File: src/rtl/cnn_row_feeder.sv
// Streams a frame-memory image row by row into a CNN, paced by line-buffer interrupts.
// Optional `ROW_FLIP_EN: reads rows bottom-up (bitmap to raster conversion).
module cnn_row_feeder #(
   parameter int IMG_W      = 28,
   parameter int IMG_H      = 28,
   parameter int PRIME_ROWS = 4,
   parameter int OUT_BEATS  = 196
) (
   input  logic        axi_clk,
   input  logic        axi_rst,
   input  logic        i_start,
   output logic        o_mem_rd_en,
   output logic [9:0]  o_mem_addr,
   input  logic [7:0]  i_mem_data,
   output logic        o_data_valid,
   output logic [7:0]  o_data,
   input  logic        i_intr,
   input  logic [15:0] i_out_valid,
   output logic        o_busy,
   output logic        o_done,
   output logic [4:0]  o_row_idx
);

   localparam int CW = $clog2(IMG_W);
   localparam int RW = $clog2(IMG_H + 1);
   localparam int BW = $clog2(OUT_BEATS + 1);

   typedef enum logic [2:0] {
      IDLE, PRIME, GAP, WAIT_INTR, ROW, DRAIN, DONE
   } state_t;

   state_t state_q, state_d;
   logic [CW-1:0] col_q, col_d;
   logic [RW-1:0] row_q, row_d;
   logic [1:0] pend_q, pend_d;
   logic [BW-1:0] beat_q, beat_d;
   logic intr_q, intr_d;
   logic rd_q, rd_d;
   logic [9:0] addr_q, addr_d;
   logic dv_q, dv_d;
   logic busy_q, busy_d;
   logic done_q, done_d;
   logic [4:0] ridx_q, ridx_d;

   logic last_col, take, issue;
   logic intr_edge, count_intr;
   logic [RW-1:0] row_term;

   always_comb begin
      last_col = (col_q == CW'(IMG_W - 1));
      take = (state_q == WAIT_INTR) && (pend_q != 2'd0);
      // the first read of a row leaves from WAIT_INTR so rows are 1 cycle apart
      issue = (state_q == PRIME) || (state_q == ROW) || take;
      intr_edge = i_intr & ~intr_q;
      count_intr = (state_q == PRIME) || (state_q == GAP) ||
                   (state_q == WAIT_INTR) || (state_q == ROW);
`ifdef ROW_FLIP_EN
      row_term = RW'(IMG_H - 1) - row_q;
`else
      row_term = row_q;
`endif

      state_d = state_q;
      col_d   = col_q;
      row_d   = row_q;
      intr_d  = i_intr;
      rd_d    = issue;
      addr_d  = addr_q;
      dv_d    = rd_q;
      busy_d  = busy_q;
      done_d  = 1'b0;
      ridx_d  = ridx_q;

      pend_d = pend_q;
      if (count_intr && intr_edge && !take)
         pend_d = (pend_q == 2'd3) ? 2'd3 : pend_q + 2'd1;
      else if (take && !(count_intr && intr_edge))
         pend_d = pend_q - 2'd1;

      beat_d = beat_q;
      if (state_q != IDLE && state_q != DONE && (|i_out_valid) &&
          beat_q != BW'(OUT_BEATS))
         beat_d = beat_q + 1'b1;

      if (issue) begin
         addr_d = 10'(int'(row_term) * IMG_W + int'(col_q));
         col_d = last_col ? '0 : col_q + 1'b1;
         if (last_col) begin
            row_d  = row_q + 1'b1;
            ridx_d = 5'(row_q);
         end
      end

      unique case (state_q)
         IDLE: begin
            pend_d = 2'd0;
            beat_d = '0;
            if (i_start) begin
               state_d = PRIME;
               busy_d  = 1'b1;
               col_d   = '0;
               row_d   = '0;
               ridx_d  = '0;
            end
         end
         PRIME:
            if (last_col && row_q == RW'(PRIME_ROWS - 1))
               state_d = GAP;
         GAP:
            state_d = (row_q == RW'(IMG_H)) ? DRAIN : WAIT_INTR;
         WAIT_INTR:
            if (take) state_d = ROW;
         ROW:
            if (last_col) state_d = GAP;
         DRAIN:
            if (beat_d == BW'(OUT_BEATS)) begin
               state_d = DONE;
               done_d  = 1'b1;
               busy_d  = 1'b0;
            end
         DONE:
            state_d = IDLE;
         default:
            state_d = IDLE;
      endcase
   end

   always_ff @(posedge axi_clk or posedge axi_rst) begin
      if (axi_rst) begin
         state_q <= IDLE;
         col_q   <= '0;
         row_q   <= '0;
         pend_q  <= '0;
         beat_q  <= '0;
         intr_q  <= 1'b0;
         rd_q    <= 1'b0;
         addr_q  <= '0;
         dv_q    <= 1'b0;
         busy_q  <= 1'b0;
         done_q  <= 1'b0;
         ridx_q  <= '0;
      end else begin
         state_q <= state_d;
         col_q   <= col_d;
         row_q   <= row_d;
         pend_q  <= pend_d;
         beat_q  <= beat_d;
         intr_q  <= intr_d;
         rd_q    <= rd_d;
         addr_q  <= addr_d;
         dv_q    <= dv_d;
         busy_q  <= busy_d;
         done_q  <= done_d;
         ridx_q  <= ridx_d;
      end
   end

   assign o_mem_rd_en  = rd_q;
   assign o_mem_addr   = addr_q;
   assign o_data_valid = dv_q;
   // memory output is already one cycle behind the strobe; gate it to the strobe
   assign o_data       = dv_q ? i_mem_data : 8'd0;
   assign o_busy       = busy_q;
   assign o_done       = done_q;
   assign o_row_idx    = ridx_q;

endmodule

File: config.mk
export PLATFORM = sky130hd
export DESIGN_NAME = cnn_row_feeder
export DESIGN_NICKNAME = d
export VERILOG_FILES = /design/src/rtl/cnn_row_feeder.sv
export SDC_FILE = /design/constraint.sdc
export NUM_CORES = 1
export LEC_CHECK = 0
export CELL_PAD_IN_SITES_DETAIL_PLACEMENT = 1
export CELL_PAD_IN_SITES_GLOBAL_PLACEMENT = 1
export CORE_ASPECT_RATIO = 0.5
export CORE_MARGIN = 3
export CORE_UTILIZATION = 40
export DETAILED_ROUTE_END_ITERATION = 16
export PLACE_DENSITY_LB_ADDON = 0.3
export SETUP_SLACK_MARGIN = 0.1
export SLEW_MARGIN = 20
export SYNTH_ARGS = -nofsm -noshare
export SYNTH_HDL_FRONTEND = slang
export SYNTH_SLANG_ARGS = --single-unit
File: constraint.sdc
create_clock -name axi_clk -period 3.3 [get_ports axi_clk]
set_input_delay 0.495 -clock axi_clk [delete_from_list [all_inputs] [get_ports axi_clk]]
set_output_delay 0.495 -clock axi_clk [all_outputs]
set_load 0.005 [all_outputs]
-- Yosys cells after proc, flatten, opt, wreduce, memory -nomap -nowiden
Index checks and enable logic that the tools add are counted.
- reductions and logical operators: 23
- $mul: 1
- bitwise logic cells: 2
- eq/ne operators: 17
- $add $sub $neg: 6
- multiplexer cells: 31
- operator list (operator ; number):
    5-bit two-way mux ; 12
    8-bit two-way mux ; 3
    3-bit two-way mux ; 6
    3-bit case mux with 6 select lines ; 1
    16-bit OR reduction ; 1
    10-bit by 5-bit adder with 10-bit output ; 1
    5-bit by 1-bit adder with 5-bit output, second input constant ; 2
    5-bit == test, second input constant ; 2
    8-bit by 1-bit adder with 8-bit output, second input constant ; 1
    8-bit == test, second input constant ; 1
    1-bit logical AND ; 8
    5-bit by 3-bit multiplier with 8-bit output, second input constant ; 1
    2-bit two-way mux ; 4
    2-bit != test, second input constant ; 4
    8-bit != test, second input constant ; 1
    3-bit by 2-bit == test with 1-bit output, second input constant ; 2
    3-bit == test, second input constant ; 2
    3-bit nonzero test ; 2
    5-bit by 2-bit == test with 1-bit output, second input constant ; 1
    1-bit logical OR ; 5
    5-bit AND reduction ; 1
    1-bit two-way mux ; 4
    2-bit nonzero test ; 2
    3-bit by 1-bit == test with 1-bit output, second input constant ; 1
    11 further kinds ; 12
- bits in registers: 43
- word-level logic and storage cells: 92
- input bits: 28
- output and inout port bits: 27

-- Depth between registers and ports, before layout
- depth in word-level cells: 10
- depth in mapped cells: 10
- gate-level depth less buffers: 10

-- Worst setup path before layout
No wires, ideal clock.
- path type: register -> register
- start point: register row_q[0]
- end point: register addr_q[9], in the netlist o_mem_addr[9]
- path slack: 0.847 ns
- arrival time: 2.321 ns
- setup time: 0.133 ns
- clock period less this slack: 2.453 ns
- stages on the path, launching flop included: 9
- cell sequence: dfrtp_1 -> fa_1 -> ha_1 -> inv_1 -> fa_1 -> xor2_1 -> nor3_1 -> and4_1 -> o31ai_1
- cells in the longest elaborated chain, start to end: 2
- RTL lines (element ; RTL line ; RTL):
    start, declared ; 34 ; logic [RW-1:0] row_q, row_d;
    start signal, assigned ; 145 ; row_q <= row_d;
    5-bit by 3-bit multiplier with 8-bit output ; 86 ; addr_d = 10'(int'(row_term) * IMG_W + int'(col_q));
    10-bit by 5-bit adder with 10-bit output ; 86 ;
    end signal, assigned ; 150 ; addr_q <= addr_d;
    end, declared ; 39 ; logic [9:0] addr_q, addr_d;
Every way passes these cells.
A chain may end at the register's enable or synchronous reset.

-- Final worst setup path
Same ends and word-level chain as after synthesis.

==> results.tsv <==
stage	metric	value	unit
worst_setup_path	startpoint	row_q[0]$_DFF_PP0_	
worst_setup_path	path_cells	fa_1 > ha_1 > inv_1 > fa_1 > nor2b_1 > o21a_1 > nor2_1 > xnor2_1 > a31oi_1 > o31ai_1	
finish	nets	404	
detailed_routing	viasPerCell	5.39	
detailed_routing	drc	0	
placement	post-place-cells	431	
worst_setup_path	crit_buf_inv	1	
worst_setup_path	r2r-start	row_q[0]$_DFF_PP0_	
yosys	synth.distinct_cells	53	
worst_setup_path	crit_type	reg -> reg	
yosys	async_flop_share	1.00	
clock_network	clockBufferDepth	2	
detailed_routing	wl_per_cell	16.2	um
worst_setup_path	reg2reg_to	o_mem_addr[9]$_DFFE_PP0N_	
timing	setup_viol	0	
clock_network	cts_setup_buffers	0	
yosys	yosys.area.top_type	dfrtp_1	
worst_setup_path	crit_slowest_cell	fa_1	
detailed_routing	vias	2366	
timing	worst_pin_slew	0.944	ns
detailed_routing	drtIter0Drc	86	
die	coreArea	6460	um2
yosys	syn_area_per_cell	9.53	um2
timing	max_freq	375	MHz
timing	period_share	0.808	
finish	antenna_cells	0	
clock_network	htree_levels	2	
worst_setup_path	critPathArrivalTime	2.85	ns
die	dieArea	8180	um2
clock_network	root_buffer	clkbuf_16	
timing	finalCriticalPeriod	2.66	ns
finish	area_delta_synth_final	26.5	%
grt	grt.total_usage	0.186	
yosys	synth_warnings	0	
timing	slew-limit-headroom	0.369	
grt	grt_pass1_vias	2584	
placement	placed_area	3440	um2
timing	finalSetupTns	0	ns
worst_hold_path	hold_path.class	reg -> reg	
yosys	synth.cell_area	2830	um2
die	start_util	0.438	
yosys	synth_nets	351	
worst_setup_path	reg2reg_setup_slack	0.64	ns
clock_network	cts_tree	done	
die	rows	20	
grt	grt_pass1_wl	12500	um
clock_network	cts_resized	0	
run	drv_cap	0	
detailed_routing	wirelength	7110	um
clock_network	cts.sinks	43	
finish	final_cell_mix	clkdlybuf4s50_1, dfrtp_1, nor2_1	
timing	slew_viol_final	0	
clock_network	cts_buffers	5	
yosys	ys_seq_area_frac	0.380	
finish	fill_cells	755	
worst_setup_path	crit_family	adder cells	
worst_setup_path	worst_setup_path_end_kind	register	
die	die_w	125	um
worst_hold_path	hold_path_depth	0	
yosys	synth_top_area_frac	0.380	
finish	finish.utilization	0.554	
die	ios	55	
timing	finClkSkew	0.00689	ns
timing	worst_hold_slack	0.378	ns
finish	layout_commonest_cell	clkdlybuf4s50_1	
finish	drive_gt1_frac	0.0712	
outcome	status	complete, no violations	
placement	dp_hpwl	5320	um
placement	gp_routability_congestion	0.865	
grt	antenna_found_initial	0	
yosys	ys_ff_latch	43	
clock_network	insertion_delay	0.28	ns
worst_setup_path	path_max_fanout	7	
worst_hold_path	hold_end	o_data_valid$_DFF_PP0_	
worst_hold_path	min_from	o_mem_rd_en$_DFF_PP0_	
finish	stdcell_count	439	
worst_setup_path	cp-start-kind	register	
grt	grt_max_degree	44	
power_and_ir_drop	ir_drop	0.426	mV
finish	finalInstanceArea	3580	um2
die	die_h	65.5	um
detailed_routing	drt-pass1-iter-count	4	
clock_network	cts_hold_buf	0	
yosys	synth_ff_type	dfrtp_1	
worst_setup_path	rr_worst_depth	10	
placement	portBuffers	54	
yosys	synth-edff-count	0	
clock_network	clk_pin_slew	0.07	ns
power_and_ir_drop	power.density	854	nW/um2
worst_setup_path	cp_slowest_stage_delay	0.58	ns
yosys	synth_area_leaders	dfrtp_1, ha_1, nor2_1	
timing	hold_viol	0	
detailed_routing	drtAntennaViolNets	0	
timing	rsz0062_at_grt	no	
worst_setup_path	worstPathRequired	3.49	ns
yosys	syn_inst	297	
grt	overflow	0	
worst_setup_path	critPathMostFrequentCell	fa_1	
power_and_ir_drop	leakagePower	1.57	nW
==> synthesized netlist by cell type, drive strengths merged, types with 2 or more instances <==
cell,count
and4,3
nand3,8
o22a,2
o31ai,2
nand4,4
a211oi,3
ha,20
nand3b,2
nor2b,4
a31oi,4
mux2i,10
o21a,2
and3,3
inv,17
xnor2,12
nor4bb,2
a21o,3
nor3b,2
a21oi,12
and2,9
fa,6
o21ai,11
nand2,31
and2b,3
nor3,10
xor2,7
clkbuf,6
dfrtp,43
buf,5
nor4,4
nor2,34
==> sequential cells by signal, indices dropped and copies added (netlist names) <==
register / flops
beat_q: 8
col_q: 5
intr_q: 1
o_busy: 1
o_data_valid: 1
o_done: 1
o_mem_addr: 10
o_mem_rd_en: 1
o_row_idx: 5
pend_q: 2
row_q: 5
state_q: 3
==> worst max path at each step <==
stage                                end  slack (ns)  cells past startpoint
2_1_floorplan  o_mem_addr[9]$_DFFE_PP0N_        0.85                      8
3_5_place_dp   o_mem_addr[9]$_DFFE_PP0N_        0.63                      8
5_1_grt        o_mem_addr[9]$_DFFE_PP0N_        0.41                     10
4_1_cts        o_mem_addr[9]$_DFFE_PP0N_        0.63                     10
6_report       o_mem_addr[9]$_DFFE_PP0N_        0.64                     10
3_3_place_gp   o_mem_addr[9]$_DFFE_PP0N_        0.75                      8
==> metrics by stage <==
stage          setup slack [ns]  total power [W]
2_1_floorplan             0.847          0.00200
4_1_cts                   0.628          0.00310
6_report                  0.635          0.00306
3_3_place_gp              0.751          0.00246
3_5_place_dp              0.627          0.00259
5_1_grt                   0.410          0.00335
==> cell type report <==
| type | instances | area (um2) | share of cell area |
|---|---|---|---|
| flip-flops and latches | 43 | 1080 | 0.301 |
| well taps | 88 | 110 | 0.0308 |
| clock buffers | 5 | 125 | 0.0350 |
| inverters | 18 | 67.6 | 0.0189 |
| repair buffers | 57 | 563 | 0.157 |
| multi-input cells | 225 | 1620 | 0.453 |
| clock inverters | 3 | 15.0 | 0.00419 |
==> routing by layer <==
layer  share of wire  global-route usage  vias to the layer above
met5               0                   0                        -
met1            0.44               0.223                     1192
met4           0.011              0.0486                        0
met3           0.026              0.0333                        9
li1                -                   -                     1124
met2            0.52               0.350                       41
==> power by group <==
| group | total [W] | switching (W) | internal [W] |
|---|---|---|---|
| logic | 0.00156 | 0.000785 | 0.000775 |
| clock network | 0.000475 | 0.000199 | 0.000276 |
| registers | 0.00102 | 0.000277 | 0.000744 |
| total | 0.00306 | 0.00126 | 0.00180 |
==> kinds of logic after synthesis <==
| logic type | count (synthesis) | synth area share |
|---|---|---|
| AND/OR/NAND/NOR | 124 | 0.233 |
| AO/OA/AOI/OAI | 46 | 0.115 |
| flip-flops | 43 | 0.380 |
| buffers and inverters | 29 | 0.0464 |
| adder cells (fa/ha/maj) | 26 | 0.131 |
| XOR/XNOR | 19 | 0.0588 |
| multiplexers | 10 | 0.0354 |
Note: power is estimated with default switching activity, not from simulation.
